File: src/rtl/alu_pkg.sv
// alu_pkg: shared definitions for the decode/issue stage feeding the RV32I ALU.
//   - ALU control code constants (this stage owns the encoding)
//   - RV32I opcode constants for the classes the stage decodes
//   - issue_entry_t: one decoded entry {a, b, alu_cont, rd, wr_en, is_mem, illegal}
//   - skid_state_t: occupancy of the 2-entry issue skid buffer
//   - sext12(): sign-extend a 12-bit immediate to XLEN
package alu_pkg;

  localparam int XLEN   = 32;
  localparam int ALUC_W = 4;

  localparam logic [ALUC_W-1:0] ALU_ADD  = 4'b0000;
  localparam logic [ALUC_W-1:0] ALU_SUB  = 4'b1000;
  localparam logic [ALUC_W-1:0] ALU_XOR  = 4'b0100;
  localparam logic [ALUC_W-1:0] ALU_OR   = 4'b0110;
  localparam logic [ALUC_W-1:0] ALU_AND  = 4'b0111;
  localparam logic [ALUC_W-1:0] ALU_SLL  = 4'b0001;
  localparam logic [ALUC_W-1:0] ALU_SRL  = 4'b0101;
  localparam logic [ALUC_W-1:0] ALU_SRA  = 4'b1101;
  localparam logic [ALUC_W-1:0] ALU_SLT  = 4'b0010;
  localparam logic [ALUC_W-1:0] ALU_SLTU = 4'b0011;

  localparam logic [6:0] OPC_OP     = 7'b0110011;
  localparam logic [6:0] OPC_OP_IMM = 7'b0010011;
  localparam logic [6:0] OPC_LUI    = 7'b0110111;
  localparam logic [6:0] OPC_AUIPC  = 7'b0010111;
  localparam logic [6:0] OPC_LOAD   = 7'b0000011;
  localparam logic [6:0] OPC_STORE  = 7'b0100011;

  typedef struct packed {
    logic [XLEN-1:0]   a;
    logic [XLEN-1:0]   b;
    logic [ALUC_W-1:0] alu_cont;
    logic [4:0]        rd;
    logic              wr_en;
    logic              is_mem;
    logic              illegal;
  } issue_entry_t;

  typedef enum logic [1:0] {
    S_EMPTY = 2'd0,
    S_ONE   = 2'd1,
    S_TWO   = 2'd2
  } skid_state_t;

  function automatic logic [XLEN-1:0] sext12(input logic [11:0] imm);
    return {{(XLEN-12){imm[11]}}, imm};
  endfunction

endpackage

File: src/rtl/alu_issue_decode.sv
// alu_issue_decode: purely combinational RV32I decode for the ALU issue stage.
// Ports:
//   instr     in   instruction word
//   pc        in   instruction address (AUIPC operand A)
//   rs1_data  in   rs1 read data
//   rs2_data  in   rs2 read data
//   entry     out  decoded issue entry; an illegal instruction yields an
//                  all-zero entry (ADD, rd=0, wr_en=0) with illegal=1
import alu_pkg::*;

module alu_issue_decode (
  input  logic [31:0]  instr,
  input  logic [31:0]  pc,
  input  logic [31:0]  rs1_data,
  input  logic [31:0]  rs2_data,
  output issue_entry_t entry
);

  logic [6:0] opc;
  logic [2:0] f3;
  logic [6:0] f7;
  logic [4:0] rd;
  logic [31:0] shamt_imm;
  logic       illegal;
  logic       unused_rs1_idx;

  assign opc       = instr[6:0];
  assign rd        = instr[11:7];
  assign f3        = instr[14:12];
  assign f7        = instr[31:25];
  assign shamt_imm = {27'b0, instr[24:20]};
  // rs1 index is resolved by the register file upstream; only its data arrives here
  assign unused_rs1_idx = ^instr[19:15];

  always_comb begin
    entry   = '0;
    illegal = 1'b0;
    case (opc)
      OPC_OP: begin
        entry.a        = rs1_data;
        entry.b        = (f3 == 3'b001 || f3 == 3'b101) ? {27'b0, rs2_data[4:0]} : rs2_data;
        entry.alu_cont = {f7[5], f3};
        entry.rd       = rd;
        entry.wr_en    = (rd != 5'd0);
        if (!(f7 == 7'b0000000 || (f7 == 7'b0100000 && (f3 == 3'b000 || f3 == 3'b101))))
          illegal = 1'b1;
      end
      OPC_OP_IMM: begin
        entry.a        = rs1_data;
        entry.b        = sext12(instr[31:20]);
        entry.alu_cont = {1'b0, f3};
        entry.rd       = rd;
        entry.wr_en    = (rd != 5'd0);
        if (f3 == 3'b001) begin
          entry.b = shamt_imm;
          if (f7 != 7'b0000000) illegal = 1'b1;
        end else if (f3 == 3'b101) begin
          entry.b = shamt_imm;
          if (f7 == 7'b0100000)      entry.alu_cont = ALU_SRA;
          else if (f7 != 7'b0000000) illegal = 1'b1;
        end
      end
      OPC_LUI, OPC_AUIPC: begin
        entry.a     = (opc == OPC_AUIPC) ? pc : 32'd0;
        entry.b     = {instr[31:12], 12'b0};
        entry.rd    = rd;
        entry.wr_en = (rd != 5'd0);
      end
      OPC_LOAD: begin
        entry.a      = rs1_data;
        entry.b      = sext12(instr[31:20]);
        entry.rd     = rd;
        entry.wr_en  = (rd != 5'd0);
        entry.is_mem = 1'b1;
      end
      OPC_STORE: begin
        // instr[11:7] is immediate here, so no destination is reported
        entry.a      = rs1_data;
        entry.b      = sext12({instr[31:25], instr[11:7]});
        entry.is_mem = 1'b1;
      end
      default: illegal = 1'b1;
    endcase
    if (illegal) begin
      entry         = '0;
      entry.illegal = 1'b1;
    end
  end

endmodule

File: src/rtl/alu_issue.sv
// alu_issue: decode/issue stage in front of the RV32I ALU, with a 2-entry
// skid buffer (output register + skid register) so in_ready can be a flop
// while still sustaining one issue per cycle.
// Ports:
//   clk, rst                         clock, async active-high reset
//   in_valid/in_ready                upstream handshake (in_ready registered)
//   in_instr, in_pc, in_rs1_data,
//   in_rs2_data                      instruction and register-file read data
//   out_valid/out_ready              downstream handshake
//   out_a, out_b, out_alu_cont       registered ALU operands and control code
//   out_rd, out_wr_en, out_is_mem    writeback / memory-address info
//   out_illegal                      undecodable instruction flag
// Build option ALU_ISSUE_ILLEGAL_TRAP_EN: when defined, illegal instructions
// issue with out_illegal=1 and halt intake (in_ready=0) until reset; when
// undefined, they issue as a NOP and out_illegal stays 0.
//
// state   | meaning
// EMPTY   | nothing held; out_valid=0
// ONE     | output register holds an entry
// TWO     | output and skid registers full; in_ready=0
import alu_pkg::*;

module alu_issue (
  input  logic        clk,
  input  logic        rst,
  input  logic        in_valid,
  output logic        in_ready,
  input  logic [31:0] in_instr,
  input  logic [31:0] in_pc,
  input  logic [31:0] in_rs1_data,
  input  logic [31:0] in_rs2_data,
  output logic        out_valid,
  input  logic        out_ready,
  output logic [31:0] out_a,
  output logic [31:0] out_b,
  output logic [3:0]  out_alu_cont,
  output logic [4:0]  out_rd,
  output logic        out_wr_en,
  output logic        out_is_mem,
  output logic        out_illegal
);

  skid_state_t  state, next_state;
  issue_entry_t dec, ld, out_q, skid_q;
  logic         acc_in, acc_out;
  logic         ld_out_dec, ld_out_skid, ld_skid;
  logic         in_ready_q, in_ready_d;
  logic         halt_q, halt_d;

  alu_issue_decode u_decode (
    .instr    (in_instr),
    .pc       (in_pc),
    .rs1_data (in_rs1_data),
    .rs2_data (in_rs2_data),
    .entry    (dec)
  );

`ifdef ALU_ISSUE_ILLEGAL_TRAP_EN
  assign ld     = dec;
  // latched on acceptance so in_ready drops the cycle after the illegal one
  assign halt_d = halt_q | (acc_in & dec.illegal);
`else
  always_comb begin
    ld         = dec;
    ld.illegal = 1'b0;
  end
  assign halt_d = 1'b0;
`endif

  assign acc_in  = in_valid & in_ready_q;
  assign acc_out = out_valid & out_ready;

  always_ff @(posedge clk or posedge rst) begin
    if (rst) state <= S_EMPTY;
    else     state <= next_state;
  end

  always_comb begin
    next_state  = state;
    ld_out_dec  = 1'b0;
    ld_out_skid = 1'b0;
    ld_skid     = 1'b0;
    case (state)
      S_EMPTY: begin
        if (acc_in) begin
          ld_out_dec = 1'b1;
          next_state = S_ONE;
        end
      end
      S_ONE: begin
        if (acc_in && acc_out) begin
          ld_out_dec = 1'b1;
        end else if (acc_in) begin
          ld_skid    = 1'b1;
          next_state = S_TWO;
        end else if (acc_out) begin
          next_state = S_EMPTY;
        end
      end
      S_TWO: begin
        if (acc_out) begin
          ld_out_skid = 1'b1;
          next_state  = S_ONE;
        end
      end
      default: next_state = S_EMPTY;
    endcase
  end

  assign in_ready_d = (next_state != S_TWO) & ~halt_d;

  always_ff @(posedge clk or posedge rst) begin
    if (rst) begin
      out_q      <= '0;
      skid_q     <= '0;
      in_ready_q <= 1'b1;
      halt_q     <= 1'b0;
    end else begin
      if (ld_out_dec)       out_q <= ld;
      else if (ld_out_skid) out_q <= skid_q;
      if (ld_skid)          skid_q <= ld;
      in_ready_q <= in_ready_d;
      halt_q     <= halt_d;
    end
  end

  assign in_ready     = in_ready_q;
  assign out_valid    = (state != S_EMPTY);
  assign out_a        = out_q.a;
  assign out_b        = out_q.b;
  assign out_alu_cont = out_q.alu_cont;
  assign out_rd       = out_q.rd;
  assign out_wr_en    = out_q.wr_en;
  assign out_is_mem   = out_q.is_mem;
  assign out_illegal  = out_q.illegal;

endmodule

File: config.mk
export PLATFORM = sky130hd
export DESIGN_NAME = alu_issue
export DESIGN_NICKNAME = d
export VERILOG_FILES = /design/src/rtl/alu_pkg.sv /design/src/rtl/alu_issue_decode.sv /design/src/rtl/alu_issue.sv
export SDC_FILE = /design/constraint.sdc
export NUM_CORES = 1
export LEC_CHECK = 0
export BUFFER_PORTS_ARGS = -buffer_cell sky130_fd_sc_hd__buf_2
export CORE_ASPECT_RATIO = 0.75
export CORE_MARGIN = 2
export CORE_UTILIZATION = 53
export CTS_CLUSTER_SIZE = 40
export DETAILED_ROUTE_END_ITERATION = 12
export GPL_ROUTABILITY_DRIVEN = 1
export PLACE_DENSITY = 0.84
export SLEW_MARGIN = 30
export SYNTH_ARGS = -nofsm -noshare
export SYNTH_HDL_FRONTEND = slang
export SYNTH_SLANG_ARGS = --single-unit
File: constraint.sdc
create_clock -name clk -period 5.15 [get_ports clk]
set_clock_uncertainty 0.05 [all_clocks]
set_input_delay 0.515 -clock clk [delete_from_list [all_inputs] [get_ports clk]]
set_output_delay 0.515 -clock clk [all_outputs]
set_load 0.05 [all_outputs]
==> Yosys cells after proc, flatten, opt, wreduce, memory -nomap -nowiden <==
Index checks and enable logic that the tools add are counted.
W data, S select, Z words.
{ "op_classes": {"eq_ne": 12, "n_reduce_logical": 16, "bitwise": 2, "muxes": 32} }
{ "op_table": {"columns": ["op", "n"], "rows": [
  ["$pmux W64 S5", 1],
  ["$mux W76", 3],
  ["$mux W32", 3],
  ["$mux W36", 1],
  ["$eq A7 B6 Y1 const B", 4],
  ["$eq A7 B5 Y1 const B", 2],
  ["$mux W1", 12],
  ["$mux W2", 5],
  ["$mux W4", 2],
  ["$pmux W4 S2", 1],
  ["$eq A7 B2 Y1 const B", 1],
  ["$logic_not A7 Y1", 1],
  ["$reduce_bool A7 Y1", 1],
  ["$mux W6", 1],
  ["$pmux W2 S3", 1],
  ["$reduce_bool A5 Y1", 1],
  ["$reduce_or A5 Y1", 1],
  ["$reduce_bool A2 Y1", 2],
  ["$reduce_or A2 Y1", 2],
  ["$reduce_or A4 Y1", 1],
  ["$eq A3 B1 Y1 const B", 1],
  ["$eq A3 B3 Y1 const B", 1],
  ["$logic_not A3 Y1", 1],
  ["$logic_or A1 B1 Y1", 3],
  ["8 further kinds", 10]
]} }
{ "word_totals": {"out_inout_bits": 78, "wordCells": 77, "in_bits": 132, "register_bits": 154} }

==> Logic depth before layout (Yosys ltp) <==
{ "depth": {"word_depth": 8, "depth_mapped": 8, "ltp_nobuf": 5} }

==> Modules after synthesis <==
From an unflattened synthesis, not the netlist that was laid out.
{ "hier_totals": {"cells_unflattened": 693, "hier_area_um2": 8155.3} }
{ "modules_own_cells": {"columns": ["mod", "area_each_um2", "cells_each", "seq_area_each_um2", "n_inst"], "rows": [
  ["alu_issue", 6598.8, 419, 3829.9, 1],
  ["alu_issue_decode", 1556.5, 274, 0.0, 1]
]} }

==> Worst setup path after synthesis <==
Ideal clock, no wire load.
{ "synth_timing": {"path_kind": "input-to-reg", "startpoint": "input in_instr[6]", "endpoint": "register skid_q[22] in the netlist's numbering", "path_buffers": 3, "setup_slack_ns": 3.121, "setup_ns": 0.135, "t_required_ns": 4.965, "t_arrival_ns": 1.845, "cell_stages": 7, "path_cell_list": "and4bb_1 -> nand2b_1 -> clkbuf_1 -> a211oi_1 -> buf_2 -> buf_2 -> o31ai_1"} }
{ "synth_via": {"elab_chain_len": 4, "word_cells_on_any_way": 11, "cone_classes": "eq/ne (6); mux (3); reduce/logical (2)"} }
{ "synth_lines": {"columns": ["element", "line_no", "text"], "rows": [
  ["start, declared", "alu_issue.sv:28", "input logic [31:0] in_instr,"],
  ["$eq A7 B6 Y1, or another cell as far along", "alu_issue_decode.sv:38", "case (opc)"],
  ["$reduce_or A4 Y1 (no source line) / $reduce_or A2 Y1 (equally long branches)", null, null],
  ["$pmux W1 S3 / $pmux W64 S5 (equally long branches)", "alu_issue_decode.sv:38", null],
  ["$mux W76 (*)", "alu_issue_decode.sv:84", "if (illegal) begin"],
  ["end signal, assigned", "alu_issue.sv:121", "if (ld_skid) skid_q <= ld;"],
  ["end, declared", "alu_issue.sv:44", "issue_entry_t dec, ld, out_q, skid_q;"]
]} }
Mark *: on every way between the ends. The rest lies on a longest branch, timed or not.
A chain may end at the register's enable or synchronous reset.

==> Worst setup path in the final report <==
{ "layout_timing": {"startpoint": "register in_ready_q, in the netlist in_ready", "endpoint": "register skid_q[47] in the netlist's numbering"} }
{ "layout_via": {"elab_chain_len": 4, "word_cells_on_any_way": 5, "cone_classes": "mux (3); bitwise (1); reduce/logical (1)"} }
{ "layout_lines": {"columns": ["element", "line_no", "text"], "rows": [
  ["start, declared", "alu_issue.sv:47", "logic in_ready_q, in_ready_d;"],
  ["start signal, assigned", "alu_issue.sv:122", "in_ready_q <= in_ready_d;"],
  ["$and A1 B1 Y1 (*)", "alu_issue.sv:70", "assign acc_in = in_valid & in_ready_q;"],
  ["$mux W1 / $logic_and A1 B1 Y1 (equally long branches)", "alu_issue.sv:93, alu_issue.sv:91", null],
  ["$mux W1 (*)", "alu_issue.sv:91", "if (acc_in && acc_out) begin"],
  ["$mux W1 (*)", "alu_issue.sv:83", "case (state)"]
]} }
Marks and branches as above.

==> results.rst <==
.. list-table::
   :header-rows: 1

   * - Metric
     - Value
   * - GR met2 Demand/Resource
     - 44.8%
   * - Mux contribution to synthesized area
     - 0.801%
   * - Compound-Gate Fraction of Synth Area
     - 27.8%
   * - Cell area after technology mapping
     - 7500 sq um
   * - Fraction of layout cells with a size suffix above 1
     - 28.5%
   * - Number of antenna violations at the first check in global routing
     - 1
   * - Relative slew slack
     - 36.0%
   * - Combinational group share of total power
     - 31.0%
   * - Final critical path time including I/O delays and setup
     - 3.13 ns
   * - Maximum clock path buffer count
     - 2
   * - Die Span Y
     - 107 microns
   * - Largest area contributor in the synthesized netlist
     - sky130_fd_sc_hd__dfrtp_1
   * - Area share of the largest cell type after synthesis
     - 50.7%
   * - I/O pin total
     - 210
   * - Setup violators final
     - 0
   * - Final Max Slew Viols
     - 0
   * - # fillers
     - 1,121
   * - Most frequent cell after synthesis
     - sky130_fd_sc_hd__dfrtp_1
   * - Vias per cell
     - 6.12
   * - Clock Tree Root
     - sky130_fd_sc_hd__clkbuf_16
   * - Post-synthesis cell count
     - 792
   * - CTS tree
     - yes
   * - Final core utilization
     - 66.8%
   * - Maximum clock rate
     - 319 MHz
   * - P_leak
     - 4.17 nW
   * - Routed WL per cell
     - 19.1 microns
   * - Global-route usage over all layers
     - 29.4%
   * - Cell breakdown of the critical path
     - and3b_2, nand2_4, buf_4, o31ai_1
   * - Core footprint
     - 13,700 sq um
   * - Antenna Diode Count
     - 0
   * - Post-detail-place hpwl
     - 13,800 microns
   * - Count of antenna-violating nets left after detailed routing
     - 0
   * - Number of flip-flops and latches in the synthesized netlist
     - 153
   * - Gates resized, CTS repair
     - 0
   * - RSZ-0062 raised after global routing
     - false
   * - Delay of the slowest cell on the worst path
     - 0.83 ns
   * - Met1 Usage GRT
     - 41.4%
   * - Commonest cells in the synthesized netlist
     - 152 x sky130_fd_sc_hd__dfrtp_1, 107 x sky130_fd_sc_hd__a21oi_1, 103 x sky130_fd_sc_hd__nand2_1, 85 x sky130_fd_sc_hd__o31ai_1, 54 x sky130_fd_sc_hd__clkbuf_1
   * - Count of final hold-check violations
     - 0
   * - Internal portion of total power
     - 0.00247 W
   * - Number of synthesized flops with an enable pin
     - 0
   * - Worst Path Max Fanout
     - 86
   * - Number of warnings issued by yosys
     - 0
   * - Share of total power in sequential cells
     - 37.2%
   * - Overflow after GRT
     - 0
   * - Relative contribution of the clock network to total power
     - 31.9%
   * - Most frequently used flop master after synthesis
     - sky130_fd_sc_hd__dfrtp_1
   * - CTS Hold Bufs
     - 0
   * - Unique masters post-synth
     - 48
   * - Signal arrival time at the worst endpoint
     - 3.39 ns
   * - Type of the worst min-delay path
     - in2async
   * - Global routing met3 resource utilization
     - 9.42%
   * - Pin count of the biggest net entering global routing
     - 114
   * - Port Buffers
     - 208
   * - Startpoint kind of the worst setup timing path
     - flip-flop
   * - Die width
     - 141 microns
   * - Xor/xnor cell area share of the yosys netlist
     - 0.117%
   * - Slew at the pin with the worst max-slew slack
     - 0.960 ns
   * - Standard cell with the maximum stage delay on the critical path
     - sky130_fd_sc_hd__and3b_2
   * - Most utilized layer in the global route result
     - met2
   * - H-tree levels
     - 4
   * - Total wire length after detailed routing
     - 21,700 microns
   * - DR iter-0 viols
     - 718
   * - Switching power
     - 0.00158 W
   * - Buffers inserted by post-CTS timing repair
     - 0
   * - Count of maximum capacitance violations
     - 0
   * - Top cells by area in the synthesized netlist
     - sky130_fd_sc_hd__dfrtp_1 51%, sky130_fd_sc_hd__o31ai_1 8.5%, sky130_fd_sc_hd__a21oi_1 7.1%, sky130_fd_sc_hd__nand2_1 5.2%, sky130_fd_sc_hd__nor4b_1 4.7%
   * - P per Cell Area
     - 441 nW/um^2
   * - Average footprint of a synthesized cell
     - 9.47 sq um
   * - Core Rows
     - 37
   * - First-pass detailed-route iteration total
     - 5
   * - Required time at the endpoint of the critical path
     - 5.40 ns
   * - Switching part of the total power
     - 39.1%
   * - Result of the run
     - complete, no violations
   * - Die ar.
     - 15,100 sq um
   * - Area growth from synthesis to layout
     - 22.4%
   * - Area share of fa/ha/maj cells after synthesis
     - 0%
   * - Number of global-route vias before repair
     - 6,732
   * - Fin crit share
     - 60.8%
   * - Clock Sink Count
     - 153
   * - Starting density of the core
     - 54.6%
   * - Routed via count
     - 6,936
   * - Crit path kind
     - reg2reg
   * - CP endpoint kind
     - flip-flop
   * - Share of synthesized flip-flops with an asynchronous set or reset
     - 100%
   * - Max VDD drop
     - 295 uV
   * - Number of remaining DRC errors
     - 0
   * - Nets
     - 1,078
   * - Placer Congestion
     - 0.853
   * - Sum of negative setup slack
     - 0 ns
   * - Simple-gate area share of the yosys netlist
     - 15.0%
   * - Nets in the synthesized netlist
     - 924
   * - Wire length of the first global-routing pass
     - 35,100 microns
   * - Later-pin clock latency in the skew report
     - 0.41 ns
   * - Part of the Yosys area used for sequential elements
     - 51.1%
   * - Number of buffers added by the clock tree synthesis step
     - 17
   * - Combinational family with the most area after synthesis
     - compound AO/OA/AOI/OAI gates
   * - Clock input transition at the sequential cells of the worst setup and hold paths
     - 0.06 ns
==> routing by layer <==
| layer | share of wire [%] | wire length [microns] | up-vias |
|---|---|---|---|
| met2 | 45 | 9830 | 323 |
| met4 | 0.52 | 112 | 0 |
| met3 | 9.9 | 2150 | 10 |
| li1 | - | - | 3243 |
| met1 | 44 | 9580 | 3360 |
| met5 | 0 | 0 | - |
==> state kept, by name (all words and copies together), names as in the netlist <==
| name | cells |
|---|---|
| out_a | 32 |
| skid_q | 75 |
| state | 2 |
| in_ready | 1 |
| out_alu_cont | 4 |
| out_b | 32 |
| out_wr_en | 1 |
| out_rd | 5 |
| out_is_mem | 1 |
==> per-stage QoR <==
stage / cells / hold slack, ns / worst slack (ns) / total power, W / cell area, sq um
floorplan: 792 / 0.385 / 0.465 / 0.00240 / 7500
global placement: 1099 / 0.402 / 2.02 / 0.00272 / 8510
finish: 1133 / 0.206 / 2.02 / 0.00405 / 9180
CTS: 1132 / 0.230 / 2.05 / 0.00404 / 9170
global route: 1133 / 0.265 / 1.86 / 0.00422 / 9180
detailed placement: 1101 / 0.408 / 2.00 / 0.00276 / 8550
==> final timing paths <==
path                              from          to  slack (ns)  cells past startpoint
setup reg to reg              in_ready  skid_q[47]        2.02                      4
hold / removal                     rst   out_a[10]        0.21                      2
min in group clk           in_instr[9]   skid_q[5]        0.34                      3
max in group asynchronous          rst   skid_q[4]        3.78                      3
setup / recovery              in_ready  skid_q[47]        2.02                      4
hold reg to reg             skid_q[75]  skid_q[75]        0.42                      2
==> power groups by stage <==
stage                     clock network [W]  registers, W  logic, W
final                               0.00129       0.00151   0.00125
after global routing                0.00134       0.00152   0.00135
after CTS                           0.00129       0.00150   0.00125
after detailed placement                  0       0.00152   0.00124
after global placement                    0       0.00152   0.00120
after floorplan                           0       0.00187  0.000533
==> cell usage in the layout (no fill, tap or decap), drive strengths merged, types with 2 or more instances in the layout <==
cell / synthesis / layout
and3: 2 / 2
a31o: 2 / 2
mux2i: 6 / 6
buf: 31 / 221
nor3: 3 / 3
a22o: 6 / 6
a22oi: 37 / 37
nand2: 103 / 103
dfrtp: 152 / 152
nand2b: 3 / 3
or2: 2 / 2
nand3: 9 / 9
bufinv: 0 / 3
nand4: 3 / 3
a21oi: 107 / 107
inv: 3 / 4
a2bb2oi: 20 / 20
nor2: 41 / 41
o21ai: 36 / 36
clkinv: 0 / 4
clkbuf: 55 / 20
o22ai: 20 / 20
and2: 4 / 4
nor4b: 40 / 40
o31ai: 85 / 85
nor2b: 5 / 5
clkinvlp: 0 / 3
==> worst max-delay path, delay by kind of cell (launching register included) <==
kind / cells / cell delay, ns
buf+inv: 1 / 0.53
compound gates: 1 / 0.34
simple gates: 2 / 1.51
flops: 1 / 0.55
==> final cells by class <==
class | instances | area (sq um) | share of cell area [%]
timing repair buffer | 221 | 1170 | 12.7
multi-input combinational | 550 | 3330 | 36.3
clock buffer | 20 | 467 | 5.08
sequential | 153 | 3830 | 41.7
tap | 175 | 219 | 2.38
inverter | 3 | 18.8 | 0.204
clock inverter | 11 | 145 | 1.58
==> logic make-up after synthesis <==
kind of cell / after synthesis
AOI/OAI and AO/OA: 321
and+or+nand+nor: 221
DFF: 153
buffers and inverters: 89
muxes: 6
xor gates and xnor gates: 1
other: 1
Note: power is estimated with default switching activity, not from simulation.
